File: src/rtl/stream_mux_arb_if.sv
// Handshake bundle between N producers, the stream_mux_arb and its single consumer.
// The slave modport is the view of the multiplexer itself; master is the surrounding fabric.
interface stream_mux_arb_if #(
   parameter int unsigned NUM_IN = 32,
   parameter int unsigned WIDTH  = 2,
   parameter int unsigned SEL_W  = 5
);
   logic [NUM_IN-1:0]       in_valid;
   logic [NUM_IN*WIDTH-1:0] in_data;
   logic [NUM_IN-1:0]       in_ready;
   logic                    out_valid;
   logic [WIDTH-1:0]        out_data;
   logic [SEL_W-1:0]        out_chan;
   logic                    out_ready;

   modport slave (
      input  in_valid, in_data, out_ready,
      output in_ready, out_valid, out_data, out_chan
   );

   modport master (
      output in_valid, in_data, out_ready,
      input  in_ready, out_valid, out_data, out_chan
   );
endinterface

File: src/rtl/stream_mux_arb.sv
// Registered N:1 stream multiplexer. One grant per cycle chosen by explicit select,
// fixed priority or round-robin; the winner's data and index land in a single-entry
// output register that is reloaded whenever it is empty or being drained.
module stream_mux_arb #(
   parameter int unsigned NUM_IN = 32,
   parameter int unsigned WIDTH  = 2,
   parameter int unsigned SEL_W  = 5
) (
   input  logic             clk,
   input  logic             reset,
   input  logic [1:0]       mode,
   input  logic [SEL_W-1:0] sel,
   output logic             sel_err,
   stream_mux_arb_if.slave  bus
);
   logic             out_valid_q, out_valid_d;
   logic [WIDTH-1:0] out_data_q, out_data_d;
   logic [SEL_W-1:0] out_chan_q, out_chan_d;
   logic [SEL_W-1:0] rr_ptr_q, rr_ptr_d;
   logic             sel_err_q, sel_err_d;

   logic             load_en;
   logic             grant_vld;
   logic [SEL_W-1:0] grant_idx;
   logic [WIDTH-1:0] grant_data;
   int unsigned      rr_idx;

   assign load_en = !out_valid_q || bus.out_ready;

   // Grant decision for the current cycle; later loop iterations win, so loops run
   // from the least to the most preferred candidate.
   always_comb begin
      grant_vld = 1'b0;
      grant_idx = '0;
      rr_idx    = 0;
      case (mode)
         2'd0: begin
            for (int i = 0; i < int'(NUM_IN); i++) begin
               if (sel == SEL_W'(i) && bus.in_valid[i]) begin
                  grant_vld = 1'b1;
                  grant_idx = SEL_W'(i);
               end
            end
         end
         2'd1: begin
            for (int i = int'(NUM_IN) - 1; i >= 0; i--) begin
               if (bus.in_valid[i]) begin
                  grant_vld = 1'b1;
                  grant_idx = SEL_W'(i);
               end
            end
         end
         2'd2: begin
            // Scan offsets from rr_ptr, wrapping at NUM_IN rather than 2^SEL_W.
            for (int k = int'(NUM_IN) - 1; k >= 0; k--) begin
               rr_idx = 32'(rr_ptr_q) + 32'(k);
               if (rr_idx >= NUM_IN) rr_idx = rr_idx - NUM_IN;
               if (bus.in_valid[rr_idx]) begin
                  grant_vld = 1'b1;
                  grant_idx = SEL_W'(rr_idx);
               end
            end
         end
         default: ;
      endcase
   end

   // Data mux for the granted channel and the one-hot ready back to it.
   always_comb begin
      grant_data = '0;
      for (int i = 0; i < int'(NUM_IN); i++) begin
         bus.in_ready[i] = !reset && load_en && grant_vld && (grant_idx == SEL_W'(i));
         if (grant_idx == SEL_W'(i)) grant_data = bus.in_data[i*WIDTH +: WIDTH];
      end
   end

   // Next state of the output register, round-robin pointer and select-error pulse.
   always_comb begin
      out_valid_d = out_valid_q;
      out_data_d  = out_data_q;
      out_chan_d  = out_chan_q;
      rr_ptr_d    = rr_ptr_q;
      sel_err_d   = 1'b0;
      if (load_en) begin
         out_valid_d = grant_vld;
         sel_err_d   = (mode == 2'd0) && (32'(sel) >= NUM_IN);
         if (grant_vld) begin
            out_data_d = grant_data;
            out_chan_d = grant_idx;
            if (mode == 2'd2) begin
               rr_ptr_d = (grant_idx == SEL_W'(NUM_IN - 1)) ? '0 : grant_idx + SEL_W'(1);
            end
         end
      end
   end

   // State registers with synchronous reset; reset drops any held word.
   always_ff @(posedge clk) begin
      if (reset) begin
         out_valid_q <= 1'b0;
         out_data_q  <= '0;
         out_chan_q  <= '0;
         rr_ptr_q    <= '0;
         sel_err_q   <= 1'b0;
      end else begin
         out_valid_q <= out_valid_d;
         out_data_q  <= out_data_d;
         out_chan_q  <= out_chan_d;
         rr_ptr_q    <= rr_ptr_d;
         sel_err_q   <= sel_err_d;
      end
   end

   assign bus.out_valid = out_valid_q;
   assign bus.out_data  = out_data_q;
   assign bus.out_chan  = out_chan_q;
   assign sel_err       = sel_err_q;
endmodule
File: src/flat_wrapper.sv
// flat-port wrapper written by rule: the top's interface ports become plain ports
module stream_mux_arb_flat 
#(
   parameter int unsigned NUM_IN = 32,
   parameter int unsigned WIDTH  = 2,
   parameter int unsigned SEL_W  = 5
)
  (clk, reset, mode, sel, sel_err, bus_in_valid, bus_in_data, bus_out_ready, bus_in_ready, bus_out_valid, bus_out_data, bus_out_chan);
  stream_mux_arb_if #(.NUM_IN(NUM_IN), .WIDTH(WIDTH), .SEL_W(SEL_W)) bus_i ();
  input  logic clk;
  input  logic reset;
  input  logic [1:0] mode;
  input  logic [SEL_W-1:0] sel;
  output logic sel_err;
  input wire logic [$bits(bus_i.in_valid)-1:0] bus_in_valid;
  input wire logic [$bits(bus_i.in_data)-1:0] bus_in_data;
  input wire logic [$bits(bus_i.out_ready)-1:0] bus_out_ready;
  output wire logic [$bits(bus_i.in_ready)-1:0] bus_in_ready;
  output wire logic [$bits(bus_i.out_valid)-1:0] bus_out_valid;
  output wire logic [$bits(bus_i.out_data)-1:0] bus_out_data;
  output wire logic [$bits(bus_i.out_chan)-1:0] bus_out_chan;
  assign bus_i.in_valid = bus_in_valid;
  assign bus_i.in_data = bus_in_data;
  assign bus_i.out_ready = bus_out_ready;
  assign bus_in_ready = bus_i.in_ready;
  assign bus_out_valid = bus_i.out_valid;
  assign bus_out_data = bus_i.out_data;
  assign bus_out_chan = bus_i.out_chan;
  stream_mux_arb #(.NUM_IN(NUM_IN), .WIDTH(WIDTH), .SEL_W(SEL_W)) u_core (.clk(clk), .reset(reset), .mode(mode), .sel(sel), .sel_err(sel_err), .bus(bus_i));
endmodule
File: config.mk
export PLATFORM = sky130hd
export DESIGN_NAME = stream_mux_arb_flat
export DESIGN_NICKNAME = d
export VERILOG_FILES = /design/src/rtl/stream_mux_arb_if.sv /design/src/rtl/stream_mux_arb.sv /design/src/flat_wrapper.sv
export SDC_FILE = /design/constraint.sdc
export NUM_CORES = 1
export LEC_CHECK = 0
export CAP_MARGIN = 30
export CORE_MARGIN = 2
export CORE_UTILIZATION = 39
export DETAILED_ROUTE_END_ITERATION = 7
export SETUP_SLACK_MARGIN = 0.05
export SLEW_MARGIN = 20
export SYNTH_ARGS = -nofsm -noshare
export SYNTH_HDL_FRONTEND = slang
export SYNTH_SLANG_ARGS = --single-unit
File: constraint.sdc
create_clock -name clk -period 8.25 [get_ports clk]
set_clock_uncertainty 0.15 [all_clocks]
set_input_delay 1.65 -clock clk [delete_from_list [all_inputs] [get_ports clk]]
set_output_delay 1.65 -clock clk [all_outputs]
set_load 0.03 [all_outputs]
; Yosys cells after proc, flatten, opt, wreduce, memory -nomap -nowiden
; Index checks and enable logic that the tools add are counted.
[word_totals]
romBits = 0
ff_bits = 13
latch_bits = 0
mem_count = 0
word_cells = 624
ramBits = 0
inputBits = 106
[classes]
eq_ne = 64
reduce_logical = 74
n_div = 0
muxes = 354
n_lt_le_gt_ge = 64
shift = 0
add_sub_neg = 64
bitwise = 0
n_mul = 0
[op_table]
columns = operator, count
row1 = $mux 32, 64
row2 = $lt 32x6->1 const B, 32
row3 = $ge 32x6->1 const B, 31
row4 = $sub 32x6->32 const B, 31
row5 = $mux 5, 81
row6 = $bmux 1 s5, 32
row7 = $eq 5x5->1 const B, 32
row8 = $mux 1, 129
row9 = $add 5x5->6 const B, 16
row10 = $eq 5x4->1 const B, 16
row11 = $mux 2, 34
row12 = $logic_and 1x1->1, 66
row13 = $add 5x4->6 const B, 8
row14 = $eq 5x3->1 const B, 8
row15 = $mux 4, 8
row16 = $add 5x3->6 const B, 4
row17 = $eq 5x2->1 const B, 4
row18 = $pmux 5 s3, 1
row19 = $add 5x2->6 const B, 2
row20 = $mux 3, 4
row21 = $eq 5x1->1 const B, 2
row22 = $logic_not 5->1, 2
row23 = $sub 5x6->7 const B, 1
row24 = $add 5x1->6 const B, 1
row25 = 10 further kinds, 11

; Longest topological paths before layout
; Gate-level depths: netlist of the first run.
[logic_depth]
depth_word = 72
depth_mapped = 29
mapped_depth_nobuf = 21

; Worst setup path before layout of the first run
; No wires, ideal clock.
[synth_path]
path_kind = input to output
startpoint = input port bus_in_valid[17]
endpoint = output port bus_in_ready[10]
arrival_time_ns = 6.198
n_path_buf = 5
required_time_ns = 6.450
stages = 17
path_slack_ns = 0.252
cell_sequence = buf_2 -> mux4_2 -> nor2_1 -> nor3_1 -> or4b_1 -> clkbuf_1 -> or3_1 -> o41a_1 -> a211oi_2 -> o211ai_1 -> a31oi_2 -> buf_2 -> ha_1 -> clkbuf_1 -> clkbuf_1 -> nand2_1 -> nor2_1
[synth_via]
elab_chain_cells = 37
word_cells_on_any_way = 200
[synth_lines]
columns = item, line_no
row1 = start: declaration, flat_wrapper.sv:15  ; input wire logic [$bits(bus_i.in_valid)-1:0] bus_in_valid;
row2 = $bmux 1 s5, stream_mux_arb.sv:58  ; if (bus.in_valid[rr_idx]) begin
row3 = $mux 1 (implied by the code), stream_mux_arb.sv:58
row4 = $mux 5 / $mux 1 (equally long branches) (32 in a row), stream_mux_arb.sv:58
row5 = $pmux 5 s3 / $pmux 1 s3 (equally long branches), stream_mux_arb.sv:36  ; case (mode)
row6 = $eq 5x4->1 / $logic_and 1x1->1 (equally long branches), stream_mux_arb.sv:72  ; bus.in_ready[i] = !reset && load_en && grant_vld && (grant_idx == SEL_W'(i));
row7 = $logic_and 1x1->1 *, stream_mux_arb.sv:72
row8 = end: declaration, flat_wrapper.sv:18  ; output wire logic [$bits(bus_i.in_ready)-1:0] bus_in_ready;
; Mark *: on every way between the ends. The rest lies on a longest branch, timed or not. The select of a mux whose other input is x is not followed.

; Worst setup path in the final report of the first run
[layout_path]
startpoint = input port bus_in_valid[31]
endpoint = output port bus_in_ready[28]
[layout_via]
elab_chain_cells = 37
word_cells_on_any_way = 200
[layout_lines]
columns = item, line_no
row1 = $bmux 1 s5, stream_mux_arb.sv:58
row2 = $mux 1 (implied by the code), stream_mux_arb.sv:58
row3 = $mux 5 (32 in a row), stream_mux_arb.sv:58
row4 = $pmux 5 s3 *, stream_mux_arb.sv:36
row5 = named net u_core.grant_idx[0], stream_mux_arb.sv:24  ; logic [SEL_W-1:0] grant_idx;
row6 = $eq 5x5->1 *, stream_mux_arb.sv:72
row7 = $logic_and 1x1->1 *, stream_mux_arb.sv:72
; The timed path passes the listed nets; every way through them passes the cells marked *. The select of a mux whose other input is x is not followed.

==> reports/metrics.yaml, run 1 <==
clock_network:
  tritoncts: "built"
  htreeDepth: 1
  cts_buffers: 3
  path_clk_slew_ns: 0.04
  clockBufferDepth: 2
  cts_sinks: 13
  insertion_delay_ns: 0.24
  root_buffer: "clkbuf_16"
layout:
  multi_input_area_um2: 8840
  drive_gt1_share_pct: 23.4
  diodes: 0
  register_area_um2: 264
  fillers: 2461
  nets: 1609
  design_area_um2: 12200
  syn_to_final_growth_pct: 24.6
floorplanning:
  start_util_pct: 39.9
  die_w_um: 162
  core_um2: 24500
  rows: 57
  die-area_um2: 26300
  die_h_um: 162
  ios: 147
pwr:
  p_per_area_nw_per_um2: 119
  peakVddDrop_mv: 0.0774
  p_leak_uw: 0.00457
min_path:
  min_path_cells: 2
  hold_start: "u_core.bus.out_chan[1]"
  min_path_type: "reg2reg"
  hold_path_end: "u_core.bus.out_chan[1]"
critical_path:
  rr_worst_depth: 22
  critical_path_class: "in2out"
  crit_path_max_fanout: 6
  reg2reg_slack_ns: 0.87
  start_kind: "primary input"
  endpoint_kind: "output port"
  r2r_end: "u_core.bus.out_data[1]"
  cp_data_arrival_time_ns: 6.40
  critPathRequiredTime_ns: 6.45
  timing.rr.start: "u_core.rr_ptr_q[1]"
global_route:
  grt_pass1_vias: 11300
  gr-total-overflow: 0
  grtUsageTotal_pct: 34.9
  grt_max_degree: 47
  antenna_found_initial: 0
  grt_pass1_wl_mm: 71.3
synthesis:
  synthFlopType: "dfxtp_1"
  yosys_register_bits: 13
  synth_top_area_cell: "mux4_2"
  synth_top_family_by_area: "multiplexers"
  syn-cell-area_um2: 9760
  synth_compound_area_share_pct: 28.1
  synth-xor-area-share_pct: 3.54
  synth_edf_count: 0
  avgSynthCellArea_um2: 7.38
  synth_seq_area_share_pct: 2.67
  synth_top_cells_by_area: "mux4_2 17%, mux2i_1 9.2%, nor2_1 6.2%"
  syn_nets: 1444
  synth_simple_gate_area_share_pct: 24.5
  synth.distinct_cells: 98
  synth.most_common_cell: "nor2_1"
  async_flop_share_pct: 0
  yosysWarnings: 0
  post-synth-top-area-fraction_pct: 16.8
  synth_common_cells: "160 x nor2_1, 115 x nand2_1, 90 x mux2i_1"
  synth_fa_ha_area_share_pct: 2.02
  synthMuxAreaShare_pct: 31.5
  syn_inst: 1323
timing:
  fmax_mhz: 122
  fin_setup_tns_ns: 0
  period_share_pct: 99.4
  drv_slew: 0
  timing.hold.ws_ns: 0.340
  setup_violations: 0
  min_period_ns: 8.20
  worstMarginPinSlew_ns: 0.979
  fin_ws_ns: 0.0467
  rsz0062_at_grt: "false"
  hold_viol: 0
  slew-limit-headroom_pct: 34.6
placed_design:
  post_dp_cell_area_um2: 12000
  dp_hpwl_mm: 37.9
  place_ws_ns: 0.0194
  port_buffers: 145
  place.gp.congestion: 1.04
drt:
  antenna_left: 0
  vias_per_cell: 6.77
  routed-via-count: 12300
  wirelength_mm: 47.7
  wire_per_inst_um: 26.3
  firstDrtPassIters: 8
  drt_iter0_markers: 1505
  post-route-drc-count: 0
run_status:
  status: "finished, final reports clean"
flow_run:
  cap_violations: 0
[cells by family (layout without fill, tap and decap cells)]
family	count (synthesis)	count (layout)
AOI/OAI and AO/OA	384	384
xor gates and xnor gates	36	36
adders and majority gates	16	16
buffers and inverters	163	327
DFF	13	13
muxes	209	209
other	1	1
and+or+nand+nor	501	501
[how the worst max path moves through the flow]
| stage | startpoint | end | cells after the start |
|---|---|---|---|
| CTS | bus_in_valid[7] | bus_in_ready[16] | 15 |
| global route | bus_in_valid[21] | bus_in_ready[15] | 18 |
| floorplan | bus_in_valid[17] | bus_in_ready[10] | 17 |
| detailed placement | bus_in_valid[7] | bus_in_ready[16] | 15 |
| global placement | bus_in_valid[7] | bus_in_ready[20] | 15 |
| finish | bus_in_valid[31] | bus_in_ready[28] | 17 |
[stage by stage]
step,instances,power (µW),util [%]
after floorplan,1323,852,-
after global placement,1804,1310,49.0
after detailed placement,1805,1300,49.0
after CTS,1809,1400,49.4
after global routing,1811,1520,49.7
final,1811,1450,49.7
[final cells by class]
class / instances / area share, %
repair buffers: 284 / 20.0
flip-flops and latches: 13 / 2.17
clock buffers: 4 / 0.648
multi-input cells: 1147 / 72.6
inverters: 39 / 1.22
well taps: 324 / 3.33
[cells in the final DEF (no fill, tap or decap), types with 6 or more instances in the layout]
cell               n
and2_1             9
a31oi_1           21
buf_4            169
a221o_1            7
mux4_2            73
a221oi_1           6
nand4_1            9
ha_1              14
and3_1            10
a211oi_1          18
nor4_1            15
nand3_1           54
o22a_1             8
o211ai_1          20
a21boi_0           6
mux2i_1           89
a21o_1            10
o21ai_0           60
nand2b_1          15
dfxtp_1           10
nor2_1           155
nor2b_1           16
nand2_1          113
a21oi_1           66
inv_1             31
or2_2              6
nor3b_1            6
o221ai_1          11
xnor2_1           28
o31ai_1           15
or4_1              8
o22ai_1           22
a2bb2oi_1          6
a22oi_1            9
mux2_2            44
nor3_1            48
clkdlybuf4s50_1  108
o2111ai_1         13
[power by group]
group / internal (µW) / total, µW / switching [µW] / leakage [µW]
sequential: 68.5 / 75.4 / 6.93 / 0.000107
clock: 65.2 / 92.5 / 27.3 / 0.0000382
combinational: 521 / 1290 / 765 / 0.00443
total: 654 / 1450 / 799 / 0.00457
[worst max-delay path, cell delays in order]
cell and delay [ns]:
clkdlybuf4s50_1 0.58, buf_4 0.24, mux4_2 0.45, mux2_2 0.29, a32oi_1 0.39, mux2i_1 0.32, buf_4 0.27, o41a_1 0.39
a211oi_2 0.29, o211ai_1 0.21, a31oi_2 0.37, inv_2 0.12, nor2_2 0.28, buf_4 0.20, nand2_1 0.07, nor2_1 0.11
buf_4 0.17
[per-layer routing]
| layer | up-vias | part of all wire, % | global-route usage, % |
|---|---|---|---|
| met5 | - | 0 | 0 |
| met4 | 0 | 4.9 | 14.0 |
| met1 | 5906 | 41 | 48.4 |
| li1 | 5464 | - | - |
| met3 | 136 | 11 | 6.66 |
| met2 | 755 | 44 | 53.5 |
[what timing repair did]
| item | 4_1_cts | 5_1_grt |
|---|---|---|
| endpoints found under the setup margin | 8 | 33 |
| resized for setup | 1 | 21 |
| pin swaps | 0 | 2 |
| hold buffers | 0 | 0 |
| setup buffers | 0 | 1 |
[sequential cells by signal, summed over array words and instances (netlist names)]
name and flops:
u_core.bus.out_valid 1, u_core.bus.out_data 2, u_core.bus.out_chan 5, u_core.rr_ptr_q 5
Note: power is estimated with default switching activity, not from simulation.
==> run 2, diff against run 1 <==
--- a/config.mk
+++ b/config.mk
@@ -5,8 +5,7 @@
 export SDC_FILE = /design/constraint.sdc
 export NUM_CORES = 1
 export LEC_CHECK = 0
-export CAP_MARGIN = 30
-export CORE_MARGIN = 2
+export CORE_MARGIN = 3
 export CORE_UTILIZATION = 39
 export DETAILED_ROUTE_END_ITERATION = 7
 export SETUP_SLACK_MARGIN = 0.05
==> run 2 against run 1 <==
  * Power rose by 2.3%
  * Final cell count rose by 0.72%
  * Non-clock buffer count rose by 12
  * Register-to-register slack better by 0.20 ns
  * Worst hold slack better by 0.0059 ns
  * Fmax up 1.6%
  * Utilization increased by 0.50 points
  * Die area rose by 2.5%
  * Via count increased by 1.7%
  * Sequential share of layout area hardly changed
  * Largest power group unchanged
  * Highest routed layer unchanged
==> reports/metrics.yaml, run 2 (synthesis results as in run 1) <==
critical_path:
  crit_chain: "clkdlybuf4s50_1, buf_4, mux2_2, o22a_1, nand4_1, or4b_1, or3_1, o41a_1, a211oi_2, o211ai_1, a31oi_4, nor2_1, and3_1, ha_1, inv_1, nor2_1, buf_4"  # was clkdlybuf4s50_1, buf_4, mux4_2, mux2_2, a32oi_1, mux2i_1, buf_4, o41a_1, a211oi_2, o211ai_1, a31oi_2, inv_2, nor2_2, buf_4, nand2_1, nor2_1, buf_4
  critPathRequiredTime_ns: 6.45  # about the same
  crit_path_max_fanout: 8  # was 6
  reg2reg_slack_ns: 1.07  # was 0.87 ns
  start_kind: "primary input"  # unchanged
  critPathBufInv: 4  # was 6
  cpLargestDelayFamily: "compound AO/OA/AOI/OAI gates"  # unchanged
  slowest_stage: "clkdlybuf4s50_1"  # unchanged
  slowest_delay_ns: 0.54  # was 0.58 ns
  endpoint_kind: "output port"  # unchanged
  cp_data_arrival_time_ns: 6.27  # was 6.40 ns
  critical_path_class: "in2out"  # unchanged
drt:
  routed-via-count: 12500  # was 12300
  post-route-drc-count: 0  # unchanged
  vias_per_cell: 6.84  # was 6.77
  drt_iter0_markers: 1449  # was 1505
  antenna_left: 0  # unchanged
  wirelength_mm: 49.5  # was 47.7 mm
  firstDrtPassIters: 6  # was 8
  wire_per_inst_um: 27.1  # was 26.3 µm
floorplanning:
  core_um2: 24500  # unchanged
  ios: 147  # unchanged
  start_util_pct: 39.9  # unchanged
  die_w_um: 164  # was 162 µm
  rows: 57  # unchanged
  die_h_um: 164  # was 162 µm
  die-area_um2: 27000  # was 26300 µm²
layout:
  syn_to_final_growth_pct: 25.9  # was 24.6%
  design_area_um2: 12300  # was 12200 µm²
  mostFrequentLayoutCells: "182 x buf_4, 158 x nor2_1, 113 x nand2_1"  # was 169 x buf_4, 155 x nor2_1, 113 x nand2_1
  drive_gt1_share_pct: 23.9  # was 23.4%
  nets: 1621  # was 1609
  layout_commonest_cell: "buf_4"  # unchanged
global_route:
  grt_max_degree: 55  # was 47
  grt_pass1_vias: 11800  # was 11300
  met1_usage_pct: 46.9  # was 48.4%
  met3_usage_pct: 6.89  # was 6.66%
  use_met2_pct: 55.9  # was 53.5%
  gr-total-overflow: 0  # unchanged
  grt-busiest-layer: "met2"  # unchanged
  grtUsageTotal_pct: 35.7  # was 34.9%
  grt_pass1_wl_mm: 74.1  # was 71.3 mm
  antenna_found_initial: 1  # was 0
clock_network:
  tritoncts: "built"  # unchanged
  cts_hold_buffers: 0  # unchanged
  cts_buffers: 3  # unchanged
  insertion_delay_ns: 0.24  # about the same
  path_clk_slew_ns: 0.05  # was 0.04 ns
  root_buffer: "clkbuf_16"  # unchanged
  cts_sinks: 13  # unchanged
  clockBufferDepth: 2  # unchanged
  htreeDepth: 1  # unchanged
pwr:
  p_per_area_nw_per_um2: 121  # was 119 nW/µm²
  peakVddDrop_mv: 0.117  # was 0.0774 mV
  power.total_uw: 1490  # was 1450 µW
  p_leak_uw: 0.00467  # was 0.00457 µW
timing:
  timing.hold.ws_ns: 0.346  # was 0.340 ns
  slew-limit-headroom_pct: 31.8  # was 34.6%
  hold_viol: 0  # unchanged
  worstMarginPinSlew_ns: 1.02  # was 0.979 ns
  min_period_ns: 8.07  # was 8.20 ns
  period_share_pct: 97.9  # was 99.4%
  fmax_mhz: 124  # was 122 MHz
  setup_violations: 0  # unchanged
  drv_slew: 0  # unchanged
  rsz0062_at_grt: "false"  # unchanged
run_status:
  status: "finished, final reports clean"  # unchanged
min_path:
  min_path_type: "reg2reg"  # unchanged
placed_design:
  place.gp.congestion: 1.12  # was 1.04
  dp_hpwl_mm: 39.8  # was 37.9 mm
  post_dp_cell_area_um2: 12100  # was 12000 µm²
  port_buffers: 145  # unchanged
flow_run:
  cap_violations: 0  # unchanged
-- run 2: changes by cell type in the layout (fill, tap and decap cells not counted), moves of 2 or more --
cell,before,now
a2111oi_1,3,1
nor2_2,4,1
buf_4,169,182
nor2_1,155,158
clkdlybuf4s50_1,108,104
dlymetal6s2s_1,5,9
-- run 2: path summary, 6_finish.rpt --
check / cells after the start / from / end
max: 17 / bus_in_valid[27] / bus_in_ready[15]
min: 2 / u_core.bus.out_chan[3] / u_core.bus.out_chan[3]
max reg2reg: 22 / u_core.rr_ptr_q[1] / u_core.bus.out_data[0]
min reg2reg: 2 / u_core.bus.out_chan[3] / u_core.bus.out_chan[3]
-- run 2: power by group --
part           total [µW]  internal [µW]  switching, µW
clock                90.6           65.1           25.5
combinational        1320            531            791
sequential           74.9           68.5           6.50
total                1490            664            823
-- run 2: stage by stage --
step | utilization, % | std cells | TNS [ns] | setup slack (ns)
2_1_floorplan | - | 1323 | 0 | 0.252
3_3_place_gp | 49.4 | 1817 | -0.507 | -0.0730
3_5_place_dp | 49.4 | 1817 | -0.619 | -0.105
4_1_cts | 49.8 | 1821 | 0 | 0.0855
5_1_grt | 50.2 | 1823 | 0 | 0.0550
6_report | 50.2 | 1824 | 0 | 0.176
-- run 2: layout make-up --
type	instances	area, µm²
Tap cell	324	405
Inverter	39	149
Multi-Input combinational cell	1147	8850
Antenna cell	1	2.50
Timing Repair Buffer	296	2540
Sequential cell	13	264
Clock buffer	4	78.8
Fill cell	2446	12200
-- run 2: repair_timing --
item                                    CTS  global route
gates resized for setup                   3            24
buffers inserted                          0             2
endpoints found under the setup margin   22            32
pin swaps                                 1             2
-- run 2: per-layer routing --
layer | wire length [µm] | vias to the layer above
li1 | - | 5479
met1 | 19600 | 6030
met2 | 21900 | 798
met3 | 4780 | 168
met4 | 3180 | 0
met5 | 0 | -
-- run 2: worst min-delay path: cells and delay by family (launching register included) --
family / cells / cell delay (ns)
multiplexers: 1 / 0.07
AND/OR/NAND/NOR: 1 / 0.07
flip-flops: 1 / 0.32
